### src/rtl/shift_pkg.sv
// Shared constants for the shift arbiter slice: default data width, shift-amount
// width derivation and requester-id encodings.
package shift_pkg;

  localparam int unsigned WIDTH_DEF = 32;

  localparam logic ID_R0 = 1'b0;
  localparam logic ID_R1 = 1'b1;

  // Shift-amount width for a power-of-two data width.
  function automatic int unsigned amt_w(input int unsigned width);
    return (width > 1) ? $clog2(width) : 1;
  endfunction

endpackage

### src/rtl/shift_left.sv
// Combinational left barrel shifter; vacated LSBs are filled with sin.
module shift_left
  import shift_pkg::*;
#(
  parameter  int unsigned WIDTH = WIDTH_DEF,
  localparam int unsigned AMT_W = amt_w(WIDTH)
) (
  input  logic [WIDTH-1:0] din,
  input  logic [AMT_W-1:0] amt,
  input  logic             sin,
  output logic [WIDTH-1:0] dout
);

  logic [WIDTH-1:0] ones;
  logic [WIDTH-1:0] fill;

  always_comb begin
    ones = '1;
    fill = sin ? ~(ones << amt) : '0;
    dout = (din << amt) | fill;
  end

endmodule

### src/rtl/shift_arb.sv
// Two-requester arbiter sharing one left shifter with a registered result stage.
// Define SHIFT_ARB_RR_EN for round-robin priority; otherwise r0 always wins.
module shift_arb
  import shift_pkg::*;
#(
  parameter  int unsigned WIDTH = WIDTH_DEF,
  localparam int unsigned AMT_W = amt_w(WIDTH)
) (
  input  logic             clk,
  input  logic             rst,
  input  logic             r0_valid,
  output logic             r0_ready,
  input  logic [AMT_W-1:0] r0_amt,
  input  logic [WIDTH-1:0] r0_in,
  input  logic             r0_sin,
  input  logic             r1_valid,
  output logic             r1_ready,
  input  logic [AMT_W-1:0] r1_amt,
  input  logic [WIDTH-1:0] r1_in,
  input  logic             r1_sin,
  output logic             rsp_valid,
  input  logic             rsp_ready,
  output logic [WIDTH-1:0] rsp_data,
  output logic             rsp_id
);

  logic             free;
  logic             gnt_id;
  logic             acc;
  logic [WIDTH-1:0] op_in;
  logic [AMT_W-1:0] op_amt;
  logic             op_sin;
  logic [WIDTH-1:0] sh_out;

`ifdef SHIFT_ARB_RR_EN
  logic prio;
`endif

  // Grant selection, ready generation and shared-operand mux.
  always_comb begin
    free = !rsp_valid || rsp_ready;
`ifdef SHIFT_ARB_RR_EN
    // With no requester valid the grant parks on the current priority holder.
    if (r0_valid && r1_valid) gnt_id = prio;
    else if (r0_valid)        gnt_id = ID_R0;
    else if (r1_valid)        gnt_id = ID_R1;
    else                      gnt_id = prio;
`else
    gnt_id = (!r0_valid && r1_valid) ? ID_R1 : ID_R0;
`endif
    r0_ready = !rst && free && (gnt_id == ID_R0);
    r1_ready = !rst && free && (gnt_id == ID_R1);
    acc      = (r0_valid && r0_ready) || (r1_valid && r1_ready);
    op_in    = (gnt_id == ID_R1) ? r1_in  : r0_in;
    op_amt   = (gnt_id == ID_R1) ? r1_amt : r0_amt;
    op_sin   = (gnt_id == ID_R1) ? r1_sin : r0_sin;
  end

  shift_left #(
    .WIDTH (WIDTH)
  ) u_shift (
    .din  (op_in),
    .amt  (op_amt),
    .sin  (op_sin),
    .dout (sh_out)
  );

  // Result register: load on accept, clear on drain, hold while stalled.
  always_ff @(posedge clk) begin
    if (rst) begin
      rsp_valid <= 1'b0;
      rsp_data  <= '0;
      rsp_id    <= ID_R0;
    end else if (acc) begin
      rsp_valid <= 1'b1;
      rsp_data  <= sh_out;
      rsp_id    <= gnt_id;
    end else if (rsp_ready) begin
      rsp_valid <= 1'b0;
    end
  end

`ifdef SHIFT_ARB_RR_EN
  always_ff @(posedge clk) begin
    if (rst)      prio <= 1'b0;
    else if (acc) prio <= ~gnt_id;
  end
`endif

endmodule

### config.mk
export PLATFORM = sky130hd
export DESIGN_NAME = shift_arb
export DESIGN_NICKNAME = d
export VERILOG_FILES = /design/src/rtl/shift_pkg.sv /design/src/rtl/shift_left.sv /design/src/rtl/shift_arb.sv
export SDC_FILE = /design/constraint.sdc
export NUM_CORES = 1
export LEC_CHECK = 0
export ABC_AREA = 1
export BUFFER_PORTS_ARGS = -buffer_cell sky130_fd_sc_hd__clkbuf_2
export CORE_MARGIN = 5
export CORE_UTILIZATION = 57
export DETAILED_ROUTE_END_ITERATION = 6
export GPL_TIMING_DRIVEN = 0
export PLACE_DENSITY_LB_ADDON = 0.3
export SLEW_MARGIN = 20
export SYNTH_ARGS = -nofsm -noshare
export SYNTH_HDL_FRONTEND = slang
export SYNTH_SLANG_ARGS = --single-unit
### constraint.sdc
create_clock -name clk -period 2.5 [get_ports clk]
set_clock_uncertainty 0.05 [all_clocks]
set_input_delay 0.25 -clock clk [delete_from_list [all_inputs] [get_ports clk]]
set_output_delay 0.25 -clock clk [all_outputs]
set_load 0.03 [all_outputs]
Yosys cells after proc, flatten, opt, wreduce, memory -nomap -nowiden
Cells that the tools add are included.

word-level totals
  output and inout bits = 36
  bits of input ports = 81
  word-level logic and storage cells = 27
  register bits after elaboration = 34

operators by class
  multiplexer cells = 7
  reductions and logical operators = 12
  shift operators = 2
  bitwise logic cells = 3

operator list
  cell                     number
  $mux W32                 2
  $not A32 Y32             1
  $or A32 B32 Y32          1
  $shl A32 B5 Y32          1
  $shl A32 B5 Y32 const A  1
  $logic_and A1 B1 Y1      6
  $mux W5                  1
  $mux W1                  4
  $logic_not A1 Y1         3
  $logic_or A1 B1 Y1       2
  $reduce_bool A2 Y1       1
  $not A1 Y1               1

Depth between registers and ports, before layout
Gate-level depths: netlist of run 1.

  depth after elaboration = 8
  depth in mapped cells = 17
  gate-level depth less buffers = 16

Cells and area by module
Synthesis of run 1 repeated with hierarchy kept, for this count alone.

unflattened totals
  cell total of the unflattened synthesis = 797
  area, all modules = 4015.1 um^2

modules (own cells, without submodules)
  module      times used  area an instance (um^2)  seq. area each (um^2)  cells each
  shift_arb   1           2047.0                   680.7                  350
  shift_left  1           1968.1                   0.0                    447

Worst setup path before layout of run 1
Ideal clock, no wire load.

  kind = register to register
  from = reg rsp_valid
  to = reg rsp_data[30]
  stages on the path, launching flop included = 9
  data arrival time = 1498 ps
  clock period less this slack = 1660 ps
  setup time = 112 ps
  buffers on the path = 2
  setup slack = 840 ps
  required time = 2338 ps
  cells stage by stage = dfxtp_1 > nand2_1 > nand2_1 > a21oi_1 > clkbuf_1 > clkbuf_1 > nand2_1 > nor2_1 > nor2_1

on the way
  longest elaborated chain between the ends = 6
  elaborated cells between the ends (all ways) = 8
  those cells by class = reduce/logical: 8

ends and longest elaborated chain
  item                                    line                              RTL
  start, declared                         shift_arb.sv:21                   output logic rsp_valid,
  start signal, assigned                  shift_arb.sv:71                   rsp_valid <= 1'b0;
  start signal, assigned                  shift_arb.sv:75                   rsp_valid <= 1'b1;
  start signal, assigned                  shift_arb.sv:79                   rsp_valid <= 1'b0;
  $logic_not A1 Y1 (*)                    shift_arb.sv:41                   free = !rsp_valid || rsp_ready;
  $logic_or A1 B1 Y1 (*)                  shift_arb.sv:41
  $logic_and A1 B1 Y1 (*)                 shift_arb.sv:51, shift_arb.sv:52
  $logic_and A1 B1 Y1 (on tied branches)  shift_arb.sv:51, shift_arb.sv:52
  $logic_and A1 B1 Y1                     shift_arb.sv:53                   acc = (r0_valid && r0_ready) || (r1_valid && r1_ready);
  $logic_or A1 B1 Y1 (*)                  shift_arb.sv:53
  end signal, assigned                    shift_arb.sv:76                   rsp_data <= sh_out;
  end, declared                           shift_arb.sv:23                   output logic [WIDTH-1:0] rsp_data,

Mark *: on every way between the ends. The rest lies on a longest branch, timed or not.
A chain may end at the register's enable or synchronous reset.

Final worst setup path of run 1
Same ends and word-level chain as after synthesis.

==> run metrics, run 1 <==
status finished, violations left; failing checks DRC; Die Wd 92.5 um; ys async rst share 0; total track usage 0.352; crit start category flop; hold endpoint rsp_valid$_SDFFE_PP0P_; slew margin rel. 0.436; Synth area leaders nand2_1 (31%), nand3_1 (22%), dfxtp_1 (18%); setup repair after global routing missed its margin no; clk buf depth 2; Hold WC Path Type input port to flop; Least-Margin Pin Slew 0.837 ns; # setup viols final 0; total core area 6720 um2; CTS resizes 0; Setup CP Type flop to flop; clk slew on worst S/H paths 0.07 ns; drt initial violations 693; syn avg cell area 5.12 um2; # nets final 962; RD Place Congestion 1.08; EDFF count, synth 0; routed len/inst 16.1 um; vias per inst 5.94; warnings from Yosys 0; cts-stage hold buffer count 0; CTS root buf clkbuf_8; Critical R2R Capture rsp_data[30]$_SDFFE_PP0P_; MaxCap Viol Count 0; # rows 30; Leakage 2.72 nW; reg-to-reg setup timing slack 0.24 ns; Die Height 92.5 um; Post-Route WL 15.5 mm; Die ar. 8560 um2; Hold Path Cell Cnt 2; worst path arrival time 2.39 ns; largest net degree at the start of global routing 11; Antenna Violating Nets Remaining 0; Worst setup EP type flop; Syn Nets 839; most common cell in the netlist nand2_1; VDD IR max 365 uV; sequential share of the synthesized area 0.175; Fmax achieved 0.442 GHz; max-slew violation count 0; routed vias 5709; cells after synthesis 758; global-route wire length before repair 24.3 mm; Post-Syn Area 3880 um2; DRC Markers 12; TNS Setup 0 ns; I/O pins 117; detailed-placement wirelength estimate 12.2 mm; layout cell share with drive strength beyond 1 0.183; hold path startpoint rst; 1st-pass router iterations 7; Num Clock Sinks 34; H-tree levels 2; CP Max Fanout 10; Primary FF master, synth dfxtp_1; Num CTS Buffers 5; Pwr per Cell Area 491 nW/um2; Layout area overhead 19.6%; worst r2r path cells 8; final worst-path cycle share 0.904; I/O Buffers 116; Seq cells post-synth 34; Yosys top cell area share 0.311; Yosys cell types 31; Initial Util 0.578; vias in the first global route 5121; crit path time final 2.26 ns; placed instance count 954; non-filler cells in the finished layout 961; Inserted Diodes 0; worst skew pair latency 0.29 ns; Final Hold Viols 0; Setup Buffers After CTS 0; Worst EP required 2.63 ns; CTS tree yes; Reg-to-Reg Start rsp_valid$_SDFFE_PP0P_; antenna violations before repair 0; Commonest cells post-synth nand2_1 (322), nand3_1 (172), inv_1 (62), nor2_1 (35), dfxtp_1 (34); largest area contributor in the netlist nand2_1; gr ovfl total 0
==> critical path, stage by stage, from the launching register on <==
cell	delay, ns
dfxtp_1	0.32
nand2_1	0.08
nand2_1	0.14
a21oi_1	0.33
clkbuf_1	0.41
clkbuf_1	0.44
nand2_1	0.10
nor2_1	0.22
nor2_1	0.06
==> cell families after synthesis <==
| family | Yosys count | share of synthesized area |
|---|---|---|
| and+or+nand+nor | 541 | 0.592 |
| DFF | 34 | 0.175 |
| AOI/OAI and AO/OA | 71 | 0.112 |
| buffers and inverters | 112 | 0.121 |
==> state kept, by name, summed over array words and instances, names as in the netlist <==
signal / count
rsp_valid: 1
rsp_id: 1
rsp_data: 32
==> placed cells by master, fill, tap and decap left out, types with 6 or more instances in the layout <==
cell type	n
inv_1	62
clkbuf_1	17
a31oi_1	6
nor2_1	35
clkbuf_2	116
a22oi_1	8
a21oi_1	20
buf_2	21
o21ai_0	18
nand2_1	322
nand3_1	172
dfxtp_1	34
==> power breakdown <==
| part | total [W] | switching (W) | internal, W | leakage [nW] |
|---|---|---|---|---|
| clock network | 0.000390 | 0.000203 | 0.000187 | 0.0438 |
| registers | 0.000652 | 0.0000381 | 0.000614 | 0.284 |
| logic | 0.00124 | 0.000859 | 0.000376 | 2.39 |
| total | 0.00228 | 0.00110 | 0.00118 | 2.72 |
==> per-layer routing <==
layer | track usage | up-vias | wire [um]
met3 | 0.0885 | 75 | 2190
met2 | 0.560 | 436 | 6760
met5 | 0 | - | 0
li1 | - | 2692 | -
met1 | 0.455 | 2506 | 5890
met4 | 0.137 | 0 | 660
==> layout make-up <==
cell class                 count  area [um2]
buffer                        45         214
clock buffer                   5        68.8
clock inverter                 2        10.0
sequential                    34         681
tap                           80         100
timing repair buffer         116         581
fill                         690        2080
inverter                      67         254
multi-input combinational    612        2730
==> how the worst max path moves through the flow <==
| stage | startpoint | to | slack (ns) | depth (start not counted) |
|---|---|---|---|---|
| after global routing | rsp_valid$_SDFFE_PP0P_ | rsp_data[30]$_SDFFE_PP0P_ | 0.12 | 8 |
| after global placement | r0_valid | rsp_data[27]$_SDFFE_PP0P_ | 0.14 | 16 |
| after detailed placement | r0_valid | rsp_data[27]$_SDFFE_PP0P_ | 0.12 | 16 |
| after floorplan | rsp_valid$_SDFFE_PP0P_ | rsp_data[30]$_SDFFE_PP0P_ | 0.84 | 8 |
| final | rsp_valid$_SDFFE_PP0P_ | rsp_data[30]$_SDFFE_PP0P_ | 0.24 | 8 |
| after CTS | rsp_valid$_SDFFE_PP0P_ | rsp_data[30]$_SDFFE_PP0P_ | 0.29 | 8 |
==> stage by stage <==
stage / power, W / setup WS (ns) / hold slack, ns / util / area [um2]
detailed placement: 0.00185 / 0.121 / 0.412 / 0.679 / 4560
finish: 0.00228 / 0.239 / 0.131 / 0.691 / 4640
CTS: 0.00224 / 0.286 / 0.124 / 0.691 / 4640
global route: 0.00241 / 0.125 / 0.127 / 0.691 / 4640
global placement: 0.00183 / 0.143 / 0.401 / 0.679 / 4560
floorplan: 0.00148 / 0.840 / 0.269 / - / 3880
Note: power is estimated with default switching activity, not from simulation.
==> run 2, diff against run 1 <==
--- a/config.mk
+++ b/config.mk
@@ -12,6 +12,7 @@
 export DETAILED_ROUTE_END_ITERATION = 6
 export GPL_TIMING_DRIVEN = 0
 export PLACE_DENSITY_LB_ADDON = 0.3
+export RECOVER_POWER = 100
 export SLEW_MARGIN = 20
 export SYNTH_ARGS = -nofsm -noshare
 export SYNTH_HDL_FRONTEND = slang
==> run metrics, run 2 (same netlist as run 1, synthesis figures left out) <==
worst skew pair latency 0.29 ns (about the same); Setup CP Type flop to flop (unchanged); routed vias 5744 (was 5709); Pwr per Cell Area 492 nW/um2 (was 491 nW/um2); Die ar. 8560 um2 (unchanged); crit start category flop (unchanged); CTS resizes 0 (unchanged); Fmax achieved 0.438 GHz (was 0.442 GHz); total track usage 0.352 (unchanged); vias in the first global route 5121 (unchanged); Die Height 92.5 um (unchanged); post-route cell area 4600 um2 (was 4640 um2); detailed-placement wirelength estimate 12.2 mm (unchanged); failing checks DRC (unchanged); VDD IR max 356 uV (was 365 uV); Post-Route WL 15.5 mm (about the same); status finished, violations left (unchanged); crit path buf inv count 2 (unchanged); largest net degree at the start of global routing 11 (unchanged); CP most frequent cell nand2_1 (unchanged); DRC Markers 23 (was 12); slew margin rel. 0.442 (was 0.436); CTS tree yes (unchanged); H-tree levels 2 (unchanged); top flop regs rsp_data (32), rsp_id (1), rsp_valid (1) (unchanged); I/O Buffers 116 (unchanged); gr ovfl total 0 (unchanged); setup repair after global routing missed its margin no (unchanged); I/O pins 117 (unchanged); routed len/inst 16.1 um (about the same); layout cell share with drive strength beyond 1 0.140 (was 0.183); final worst-path cycle share 0.914 (was 0.904); # nets final 962 (unchanged); Hold WC Path Type input port to flop (unchanged); commonest non-fill, non-tap cells in the layout nand2_1 (322), nand3_1 (172), clkbuf_2 (81), inv_1 (64), clkbuf_1 (53) (was nand2_1 (322), nand3_1 (172), clkbuf_2 (116), inv_1 (62), nor2_1 (35)); Num Clock Sinks 34 (unchanged); 1st-pass router iterations 7 (unchanged); clk slew on worst S/H paths 0.08 ns (was 0.07 ns); area occupied by multi-input gates 2730 um2 (unchanged); CTS root buf clkbuf_8 (unchanged); vias per inst 5.98 (was 5.94); Layout area overhead 18.4% (was 19.6%); Reg area 681 um2 (unchanged); Leakage 2.60 nW (was 2.72 nW); # rows 30 (unchanged); slowest stage delay, CP 0.44 ns (about the same); CP delay by family, top buffers and inverters (unchanged); Worst EP required 2.63 ns (about the same); max reg flops 32 (unchanged); Die Wd 92.5 um (unchanged); Setup Buffers After CTS 0 (unchanged); global-route wire length before repair 24.3 mm (unchanged); Num CTS Buffers 5 (unchanged); Top reg by flops rsp_data (unchanged); antenna violations before repair 0 (unchanged); worst path arrival time 2.42 ns (was 2.39 ns); CP max stage cell clkbuf_1 (unchanged); # setup viols final 0 (unchanged); clk buf depth 2 (unchanged); Initial Util 0.578 (unchanged); RD Place Congestion 1.08 (unchanged); CP Max Fanout 10 (unchanged); placed cell areas 4560 um2 (unchanged); Fill cells 713 (was 690); Antenna Violating Nets Remaining 0 (unchanged); Final Hold Viols 0 (unchanged); drt initial violations 712 (was 693); TNS Setup 0 ns (unchanged); Inserted Diodes 0 (unchanged); MaxCap Viol Count 0 (unchanged); Worst setup EP type flop (unchanged); total core area 6720 um2 (unchanged); ordered list of cells on the worst path nand2_1 > nand2_1 > a21oi_1 > clkbuf_1 > clkbuf_1 > nand2_1 > nor2_1 > nor2_1 (unchanged); commonest non-fill, non-tap cell in the layout nand2_1 (unchanged); Least-Margin Pin Slew 0.828 ns (was 0.837 ns); max-slew violation count 0 (unchanged); crit path time final 2.29 ns (was 2.26 ns); cts-stage hold buffer count 0 (unchanged)
## run 2: cell types whose count changed in the layout (fill, tap and decap cells not counted), moves of 2 or more
cell	previous run	this run
clkbuf_1	17	53
clkbuf_2	116	81
inv_1	62	64
inv_2	3	1
## run 2: worst paths after layout
check	slack, ns	depth (start not counted)	from	end
hold / removal	0.13	2	rst	rsp_valid$_SDFFE_PP0P_
hold reg to reg	0.42	2	rsp_data[4]$_SDFFE_PP0P_	rsp_data[4]$_SDFFE_PP0P_
setup / recovery	0.21	8	rsp_valid$_SDFFE_PP0P_	rsp_data[30]$_SDFFE_PP0P_
setup reg to reg	0.21	8	rsp_valid$_SDFFE_PP0P_	rsp_data[30]$_SDFFE_PP0P_
## run 2: area by class of cell
| type | count | area share |
|---|---|---|
| Multi-Input combinational cell | 612 | 0.595 |
| Sequential cell | 34 | 0.148 |
| Timing Repair Buffer | 116 | 0.117 |
| Inverter | 67 | 0.0553 |
| Buffer | 45 | 0.0463 |
| Tap cell | 80 | 0.0218 |
| Clock buffer | 5 | 0.0150 |
| Clock inverter | 2 | 0.00218 |
## run 2: stage by stage
step	hold slack, ns	total power, W	instances	worst slack (ns)	utilization
2_1_floorplan	0.269	0.00148	758	0.840	-
3_3_place_gp	0.401	0.00183	954	0.143	0.679
3_5_place_dp	0.412	0.00185	954	0.121	0.679
4_1_cts	0.124	0.00224	961	0.286	0.691
5_1_grt	0.127	0.00240	961	0.0755	0.684
6_report	0.129	0.00226	961	0.215	0.684
## run 2: power by group
part           switching (W)  internal (W)  total, W
clock network       0.000206      0.000187  0.000393
registers          0.0000383      0.000614  0.000652
logic               0.000859      0.000357   0.00122
## run 2: layer usage
| metal | vias up | track usage | wire length (um) |
|---|---|---|---|
| li1 | 2691 | - | - |
| met2 | 454 | 0.560 | 6760 |
| met1 | 2513 | 0.455 | 5970 |
| met4 | 0 | 0.137 | 701 |
| met5 | - | 0 | 0 |
| met3 | 86 | 0.0885 | 2090 |
## run 2: worst reg2reg max path, cell delays in order (launching register included)
cell      delay [ns]
dfxtp_1         0.32
nand2_1         0.08
nand2_1         0.14
a21oi_1         0.33
clkbuf_1        0.42
clkbuf_1        0.44
nand2_1         0.11
nor2_1          0.24
nor2_1          0.06
